File: config.mk
export PLATFORM = sky130hd
export DESIGN_NAME = ce_frac_gen
export DESIGN_NICKNAME = d
export VERILOG_FILES = /design/src/rtl/ce_frac_gen_pkg.sv /design/src/rtl/ce_frac_ch.sv /design/src/rtl/ce_frac_gen.sv
export SDC_FILE = /design/constraint.sdc
export NUM_CORES = 1
export LEC_CHECK = 0
export ABC_AREA = 1
export CORE_UTILIZATION = 25
export CTS_BUF_LIST = sky130_fd_sc_hd__clkbuf_8
export CTS_CLUSTER_DIAMETER = 30
export DETAILED_ROUTE_END_ITERATION = 16
export GPL_ROUTABILITY_DRIVEN = 1
export GPL_TIMING_DRIVEN = 1
export HOLD_SLACK_MARGIN = 0.12
export MAX_ROUTING_LAYER = met4
export PLACE_DENSITY = 0.48
export SYNTH_ARGS = -nofsm -noshare
export SYNTH_HDL_FRONTEND = slang
export SYNTH_SLANG_ARGS = --single-unit
File: constraint.sdc
create_clock -name clk_sys -period 2.93 [get_ports clk_sys]
set_input_delay 0.293 -clock clk_sys [delete_from_list [all_inputs] [get_ports clk_sys]]
set_output_delay 0.293 -clock clk_sys [all_outputs]
set_load 0.05 [all_outputs]
File: src/rtl/ce_frac_gen_pkg.sv
// Shared constants and elaboration helpers for the fractional clock-enable generator.
// Latency: n/a (constants only).
// Backpressure: n/a.
package ce_frac_gen_pkg;

    localparam int unsigned CE_ACC_W_DEF = 16;
    localparam int unsigned CE_MAX_CH    = 16;

    // Rounded increment for a target enable rate: round(f_ce * 2^acc_w / f_clk).
    function automatic logic [31:0] ce_inc(input longint unsigned f_clk_hz,
                                           input longint unsigned f_ce_hz,
                                           input int unsigned     acc_w);
        longint unsigned num;
        num = (f_ce_hz << acc_w) + (f_clk_hz >> 1);
        return 32'(num / f_clk_hz);
    endfunction

endpackage

File: src/rtl/ce_frac_ch.sv
// One phase-accumulator channel: increment register, accumulator, registered ce_p/ce_n.
// Latency: carry in cycle t appears on ce_p in cycle t+1; optional ce_n via CE_FRAC_GEN_NEG_EN.
// Backpressure: none; pause holds the accumulator, resync zeroes it.
module ce_frac_ch
    import ce_frac_gen_pkg::*;
#(
    parameter int unsigned       ACC_W   = CE_ACC_W_DEF,
    parameter logic [ACC_W-1:0]  INC_RST = {1'b1, {(ACC_W-1){1'b0}}}
) (
    input  logic             clk_sys,
    input  logic             res_n,
    input  logic             pause,
    input  logic             resync,
    input  logic             inc_we,
    input  logic [ACC_W-1:0] inc_val,
    output logic             ce_p,
    output logic             ce_n
);

    logic [ACC_W-1:0] acc;
    logic [ACC_W-1:0] inc;
    logic [ACC_W:0]   sum;

    assign sum = {1'b0, acc} + {1'b0, inc};

    // The write lands after this cycle's accumulation, so the old increment is used once more.
    always_ff @(posedge clk_sys or negedge res_n) begin
        if (!res_n) begin
            acc  <= '0;
            inc  <= INC_RST;
            ce_p <= 1'b0;
        end else begin
            if (inc_we) begin
                inc <= inc_val;
            end
            if (resync) begin
                acc  <= '0;
                ce_p <= 1'b0;
            end else if (pause) begin
                ce_p <= 1'b0;
            end else begin
                acc  <= sum[ACC_W-1:0];
                ce_p <= sum[ACC_W];
            end
        end
    end

`ifdef CE_FRAC_GEN_NEG_EN
    // Half-point crossing from the lower half into the upper half without a wrap.
    always_ff @(posedge clk_sys or negedge res_n) begin
        if (!res_n) begin
            ce_n <= 1'b0;
        end else if (resync || pause) begin
            ce_n <= 1'b0;
        end else begin
            ce_n <= ~sum[ACC_W] & sum[ACC_W-1] & ~acc[ACC_W-1];
        end
    end
`else
    assign ce_n = 1'b0;
`endif

endmodule

File: src/rtl/ce_frac_gen.sv
// Multi-channel fractional clock-enable generator; ce_n built only with CE_FRAC_GEN_NEG_EN.
// Latency: registered outputs, one cycle from carry to ce_p.
// Backpressure: none; pause/resync fan out to all channels, writes to absent channels are dropped.
module ce_frac_gen
    import ce_frac_gen_pkg::*;
#(
    parameter int unsigned       NUM_CH  = 4,
    parameter int unsigned       ACC_W   = CE_ACC_W_DEF,
    parameter logic [ACC_W-1:0]  INC_RST = {1'b1, {(ACC_W-1){1'b0}}}
) (
    input  logic              clk_sys,
    input  logic              res_n,
    input  logic              pause,
    input  logic              resync,
    input  logic              inc_we,
    input  logic [3:0]        inc_ch,
    input  logic [ACC_W-1:0]  inc_val,
    output logic [NUM_CH-1:0] ce_p,
    output logic [NUM_CH-1:0] ce_n
);

    for (genvar k = 0; k < NUM_CH; k++) begin : g_ch
        logic ch_we;

        // Indices >= NUM_CH never match, so such writes vanish.
        assign ch_we = inc_we && (inc_ch == 4'(k));

        ce_frac_ch #(
            .ACC_W   (ACC_W),
            .INC_RST (INC_RST)
        ) u_ch (
            .clk_sys (clk_sys),
            .res_n   (res_n),
            .pause   (pause),
            .resync  (resync),
            .inc_we  (ch_we),
            .inc_val (inc_val),
            .ce_p    (ce_p[k]),
            .ce_n    (ce_n[k])
        );
    end

endmodule

==> impl_metrics.env, run 1 <==
export IMPL_status="finished, final reports clean"
export IMPL_cp_required_ns=2.64
export IMPL_cp_top_family="buffers and inverters"
export IMPL_synth_area_per_cell_um2=7.01
export IMPL_met1_usage_pct=17.5
export IMPL_synth_commonest_cells="475 x nand2_1, 179 x inv_1, 128 x dfrtp_1"
export IMPL_synth_seq_cells=132
export IMPL_cell_internal_pwr_mw=3.58
export IMPL_yosys_area_top_type="dfrtp_1"
export IMPL_n_fill_cell=3834
export IMPL_use_met2_pct=24.2
export IMPL_syn_area_mm2=0.00878
export IMPL_ff_latch_area_mm2=0.00331
export IMPL_grt_pass1_wl_mm=39.2
export IMPL_clk_pin_slew_ns=0.09
export IMPL_cp_max_fo=1
export IMPL_postCtsSetupBuffers=0
export IMPL_tns_ns=0
export IMPL_yosys_warnings=0
export IMPL_final_layout_size_suffix_gt1_share_pct=8.25
export IMPL_cp_end_kind="output port"
export IMPL_async_reset_ff_share_pct=100
export IMPL_peakVddDrop_mv=0.252
export IMPL_routed_wl_mm=22.8
export IMPL_die_area_mm2=0.0359
export IMPL_rsz0062_at_grt="false"
export IMPL_grt_busiest_layer="met2"
export IMPL_grt_max_degree=62
export IMPL_postSynthCellCount=1252
export IMPL_worstSetupStartpointType="flip-flop"
export IMPL_seq_power_share_pct=40.0
export IMPL_drt_iter0_drc=373
export IMPL_rows=68
export IMPL_path_buf_inv=1
export IMPL_core_mm2=0.0345
export IMPL_io_buffers=28
export IMPL_ys_flop_type="dfrtp_1"
export IMPL_hpwl_mm=16.7
export IMPL_max_freq_ghz=0.517
export IMPL_synth_area_leaders="dfrtp_1 36%, nand2_1 20%, ha_1 9.1%"
export IMPL_finalMaxSlewViolations=0
export IMPL_drc=0
export IMPL_worstPathArrival_ns=1.64
export IMPL_firstDrtPassIters=5
export IMPL_min_period_ns=1.93
export IMPL_antenna_found_initial=0
export IMPL_pin_count=33
export IMPL_grt_pass1_vias=7698
export IMPL_synth_top_cell_area_share_pct=36.5
export IMPL_maxCapViolations=0
export IMPL_path_cells="clkdlybuf4s50_1"
export IMPL_area_growth_pct=13.7
export IMPL_n_antenna_cell=0
export IMPL_vias=7524
export IMPL_numClockSinks=132
export IMPL_p_clk_share_pct=26.1
export IMPL_multi_input_area_mm2=0.00460
export IMPL_hold_path_class="in -> async"
export IMPL_finalSetupViolCount=0
export IMPL_slowest_delay_ns=0.81
export IMPL_start_util_pct=25.4
export IMPL_gr_usage_met3_pct=2.02
export IMPL_worstSkewPairLatency_ns=0.46
export IMPL_p_total_mw=5.91
export IMPL_wl_per_cell_um=13.0
export IMPL_power_density_mw_per_mm2=592
export IMPL_place_congestion=0.836
export IMPL_netSwitchingPower_mw=2.34
export IMPL_slew_headroom_pct=56.5
export IMPL_yosysMostFrequentCell="nand2_1"
export IMPL_critPathSlowestCell="clkdlybuf4s50_1"
export IMPL_die_height_um=189
export IMPL_worst_setup_path_type="reg -> out"
export IMPL_viasPerCell=4.29
export IMPL_fin_crit_sh_pct=66.0
export IMPL_tightest_slew_ns=0.653
export IMPL_clock_skew_final_ns=0.0137
export IMPL_root_buffer="clkbuf_8"
export IMPL_hold_viol_final=0
export IMPL_final_antenna_net_count=0
export IMPL_p_leak_nw=5.44
export IMPL_cts_tree="yes"
export IMPL_die_x_um=189
export IMPL_synth_seq_area_share_pct=37.7
export IMPL_num_nets_final=1377
export IMPL_synth_edf_count=0
export IMPL_h_tree_depth=4
export IMPL_globalRouteTotalUtil_pct=14.3
export IMPL_switching_share_pct=39.5
export IMPL_p_comb_share_pct=33.9
export IMPL_synthDistinctLibCells=33
export IMPL_cts_buffer_depth=2
export IMPL_cts_made_buffers=17
export IMPL_gr_total_overflow=0
[metrics by stage]
stage	util [%]	area [um2]	setup WS (ns)	hold slack, ns	instances
6_report	28.9	9980	0.996	0.356	1752
3_5_place_dp	27.8	9590	1.04	0.322	1719
3_3_place_gp	27.8	9590	1.05	0.319	1719
2_1_floorplan	-	8790	1.30	-0.00259	1255
5_1_grt	28.9	9980	0.833	0.400	1752
4_1_cts	28.9	9980	0.937	0.378	1752
[worst paths after layout]
check	from	to	slack, ns	cells past startpoint
worst max-delay path	g_ch[0].u_ch.ce_p	ce_p[0]	1.0	1
worst min-delay path	res_n	g_ch[3].u_ch.acc[15]	0.36	2
worst max register to register	g_ch[2].u_ch.acc[0]	g_ch[2].u_ch.ce_p	1.07	10
worst min register to register	g_ch[3].u_ch.inc[15]	g_ch[3].u_ch.inc[15]	0.48	2
max in group asynchronous	res_n	g_ch[0].u_ch.inc[15]	1.75	3
min in group clk_sys	g_ch[3].u_ch.inc[15]	g_ch[3].u_ch.inc[15]	0.48	2
[layout make-up]
cell class                 instances  area share (%)
clock buffer                      17            2.34
clock inverter                    15            1.44
inverter                         186            7.00
multi-input combinational        904            46.1
sequential                       132            33.1
tap                              455            5.70
timing repair buffer              43            4.23
[cell families (layout without fill, tap and decap cells)]
family	Yosys count	after routing	synth area share (%)
other	1	4	0.0427
adders and majority gates	68	68	10.0
buffers and inverters	219	261	10.0
and+or+nand+nor	685	685	33.3
AOI/OAI and AO/OA	147	147	8.89
DFF	132	132	37.7
[layer usage]
layer	share of wire [%]	vias to the layer above
li1	-	3974
met1	48	3475
met2	48	51
met3	1.7	24
met4	2.0	0
met5	0	-
[sequential cells by signal, summed over array words and instances (netlist names)]
| signal | flops |
|---|---|
| g_ch.u_ch.acc | 64 |
| g_ch.u_ch.inc | 64 |
| g_ch.u_ch.ce_p | 4 |
[power by group through the flow]
stage,Clock [mW],Combinational (mW),Sequential [mW]
after detailed placement,0,2.02,2.40
after CTS,1.61,2.03,2.37
final,1.54,2.00,2.37
after floorplan,0,1.54,2.34
after global routing,1.67,2.36,2.41
after global placement,0,2.00,2.40
[cell usage in the layout, fill, tap and decap left out, drive strengths merged]
master | netlist | layout
a22o | 4 | 4
o21ai | 92 | 92
and2 | 4 | 4
dfstp | 4 | 4
o31ai | 3 | 3
clkdlybuf4s50 | 0 | 27
ha | 64 | 64
a211oi | 1 | 1
inv | 186 | 193
buf | 20 | 15
conb | 1 | 4
dlygate4sd3 | 0 | 1
bufinv | 0 | 1
nand2 | 499 | 499
nand3b | 15 | 15
nand4 | 4 | 4
o22ai | 4 | 4
a21oi | 43 | 43
or2 | 4 | 4
dfrtp | 128 | 128
nor3 | 12 | 12
fa | 4 | 4
clkbuf | 13 | 17
clkinvlp | 0 | 3
clkinv | 0 | 4
nand3 | 79 | 79
nor2 | 68 | 68
[repair_timing]
item                                   CTS  global route
hold buffers                             1             0
gates resized for setup                  0             0
endpoints found under the hold margin   58             0
Power figures use the tool's default switching activity.
==> run 2, diff against run 1 <==
--- a/config.mk
+++ b/config.mk
@@ -14,7 +14,7 @@
 export GPL_TIMING_DRIVEN = 1
 export HOLD_SLACK_MARGIN = 0.12
 export MAX_ROUTING_LAYER = met4
-export PLACE_DENSITY = 0.48
+export PLACE_DENSITY = 0.5
 export SYNTH_ARGS = -nofsm -noshare
 export SYNTH_HDL_FRONTEND = slang
 export SYNTH_SLANG_ARGS = --single-unit
==> constraint.sdc (replaced) <==
create_clock -name clk_sys -period 1.6 [get_ports clk_sys]
set_input_delay 0.16 -clock clk_sys [delete_from_list [all_inputs] [get_ports clk_sys]]
set_output_delay 0.16 -clock clk_sys [all_outputs]
set_load 0.05 [all_outputs]
==> run 2 against run 1 <==
Compared with the run above: flip-flop and latch count is the same; clock power grew 84%; largest power group is now combinational logic; the flow now finishes with violations (negative setup slack); register-to-register slack lost 1.1 ns; worst setup slack lost 1.0 ns; utilization grew 5.3 points; total power grew 120%; first-iteration DRC count grew 7.5%; routed wire length grew 9.1%; combinational power grew to 2.7 times the previous value.
==> impl_metrics.env, run 2 (same netlist as run 1, synthesis figures left out) <==
export IMPL_cp_end_kind="flip-flop"
export IMPL_violations="negative setup slack"
export IMPL_globalRouteTotalUtil_pct=14.5
export IMPL_cp_required_ns=1.96
export IMPL_cp_max_fo=3
export IMPL_highest_layer="met4"
export IMPL_wl_met1_mm=11.6
export IMPL_drt_iter0_drc=401
export IMPL_rows=68
export IMPL_layout_setup_ws_ns=-0.00952
export IMPL_rsz0062_at_grt="true"
export IMPL_clock_skew_final_ns=0.0129
export IMPL_status="finished with violations"
export IMPL_gr_total_overflow=0
export IMPL_maxCapViolations=0
export IMPL_drc=0
export IMPL_hold_path_class="in -> async"
export IMPL_max_freq_ghz=0.621
export IMPL_die_area_mm2=0.0359
export IMPL_n_antenna_cell=0
export IMPL_antenna_found_initial=0
export IMPL_worstSkewPairLatency_ns=0.46
export IMPL_finalSetupViolCount=5
export IMPL_numClockSinks=132
export IMPL_top_regs="g_ch.u_ch.acc x64, g_ch.u_ch.inc x64, g_ch.u_ch.ce_p x4"
export IMPL_cts_tree="yes"
export IMPL_cts_made_buffers=17
export IMPL_layout_cells_most_common="nand2_1"
export IMPL_power_density_mw_per_mm2=1090
export IMPL_cp_top_family="adder cells"
export IMPL_worstSetupStartpointType="flip-flop"
export IMPL_area_growth_pct=34.5
export IMPL_vias=7950
export IMPL_grt_max_degree=46
export IMPL_core_mm2=0.0345
export IMPL_die_x_um=189
export IMPL_dp_slack_ns=-0.135
export IMPL_cts_buffer_depth=2
export IMPL_grt_pass1_wl_mm=39.7
export IMPL_root_buffer="clkbuf_8"
export IMPL_h_tree_depth=4
export IMPL_min_period_ns=1.61
export IMPL_wl_per_cell_um=13.6
export IMPL_mostFrequentLayoutCells="412 x nand2_1, 167 x inv_1, 125 x dfrtp_1"
export IMPL_clk_pin_slew_ns=0.09
export IMPL_p_leak_nw=6.08
export IMPL_final_layout_size_suffix_gt1_share_pct=27.9
export IMPL_die_height_um=189
export IMPL_fin_hold_ws_ns=0.198
export IMPL_fin_crit_sh_pct=101
export IMPL_worstPathArrival_ns=1.97
export IMPL_route_met2_wl_mm=12.3
export IMPL_final_antenna_net_count=0
export IMPL_io_buffers=28
export IMPL_grt_pass1_vias=7801
export IMPL_hold_viol_final=0
export IMPL_path_buf_inv=2
export IMPL_worst_setup_path_type="reg -> reg"
export IMPL_viasPerCell=4.34
export IMPL_pin_count=33
export IMPL_critPathSlowestCell="dfrtp_1"
export IMPL_hpwl_mm=17.4
export IMPL_slowest_delay_ns=0.36
export IMPL_peakVddDrop_mv=0.514
export IMPL_firstDrtPassIters=5
export IMPL_num_nets_final=1455
export IMPL_path_cells="ha_2 > inv_2 > fa_2 > inv_2 > nand3_2 > nand3_4 > nand3_4 > nand3_2 > nand2_1 > nand3_1 > nand2_1"
export IMPL_routed_wl_mm=24.9
export IMPL_met3_length_um=527
export IMPL_finalMaxSlewViolations=0
export IMPL_place_congestion=0.836
export IMPL_start_util_pct=25.4
## run 2: cell count changes in the layout (fill, tap and decap cells not counted), sizes merged
cell | before | now
buf | 15 | 97
bufinv | 1 | 2
clkdlybuf4s50 | 27 | 23
clkinv | 4 | 3
clkinvlp | 3 | 7
inv | 193 | 189
## run 2: path summary, 6_finish.rpt
kind / from / end / slack (ns) / depth (start not counted)
min: res_n / g_ch[3].u_ch.acc[11] / 0.20 / 2
min in group clk_sys: inc_val[15] / g_ch[3].u_ch.inc[15] / 0.37 / 3
min reg2reg: g_ch[3].u_ch.inc[15] / g_ch[3].u_ch.inc[15] / 0.49 / 2
max: g_ch[1].u_ch.inc[0] / g_ch[1].u_ch.acc[12] / -0.01 / 11
max reg2reg: g_ch[1].u_ch.inc[0] / g_ch[1].u_ch.acc[12] / -0.01 / 11
max in group asynchronous: res_n / g_ch[2].u_ch.inc[15] / 0.78 / 3
## run 2: timing repair
item | CTS | global route
setup endpoints to repair | 32 | 49
gates resized for setup | 61 | 185
hold buffers | 1 | 0
pin swaps | 17 | 90
endpoints found under the hold margin | 130 | 0
buffers inserted | 9 | 28
## run 2: layout make-up
type | count | area [um2]
fill | 3648 | 22700
multi-input combinational | 904 | 5740
sequential | 132 | 3310
timing repair buffer | 121 | 1090
inverter | 186 | 703
tap | 455 | 569
clock buffer | 17 | 234
clock inverter | 15 | 146
## run 2: stage by stage
stage	std cells	total power [mW]	cell area [um2]	setup TNS [ns]	utilization [%]
after floorplan	1255	7.10	8790	0	-
after global placement	1760	8.45	9970	-1.00	28.9
after detailed placement	1760	8.51	9970	-1.47	28.9
after CTS	1802	11.7	10700	-0.0833	31.1
after global routing	1830	13.8	11800	-2.59	34.2
final	1830	12.8	11800	-0.0299	34.2
## run 2: layer usage
metal / vias to the layer above / track usage, %
met5: - / -
met4: 0 / 4.87
met3: 27 / 2.00
met2: 80 / 24.4
met1: 3705 / 17.8
li1: 4138 / -
## run 2: power by group
group / switching [mW] / leakage (nW) / internal (mW) / total [mW]
registers: 0.585 / 1.72 / 3.96 / 4.54
logic: 2.91 / 4.18 / 2.54 / 5.45
clock network: 1.47 / 0.180 / 1.36 / 2.83
==> run 3, diff against run 2 <==
--- a/config.mk
+++ b/config.mk
@@ -9,6 +9,7 @@
 export CORE_UTILIZATION = 25
 export CTS_BUF_LIST = sky130_fd_sc_hd__clkbuf_8
 export CTS_CLUSTER_DIAMETER = 30
+export CTS_CLUSTER_SIZE = 16
 export DETAILED_ROUTE_END_ITERATION = 16
 export GPL_ROUTABILITY_DRIVEN = 1
 export GPL_TIMING_DRIVEN = 1
==> results of run 3 <==
Same layout as run 2: the final DEF is identical, and so are final timing and power.
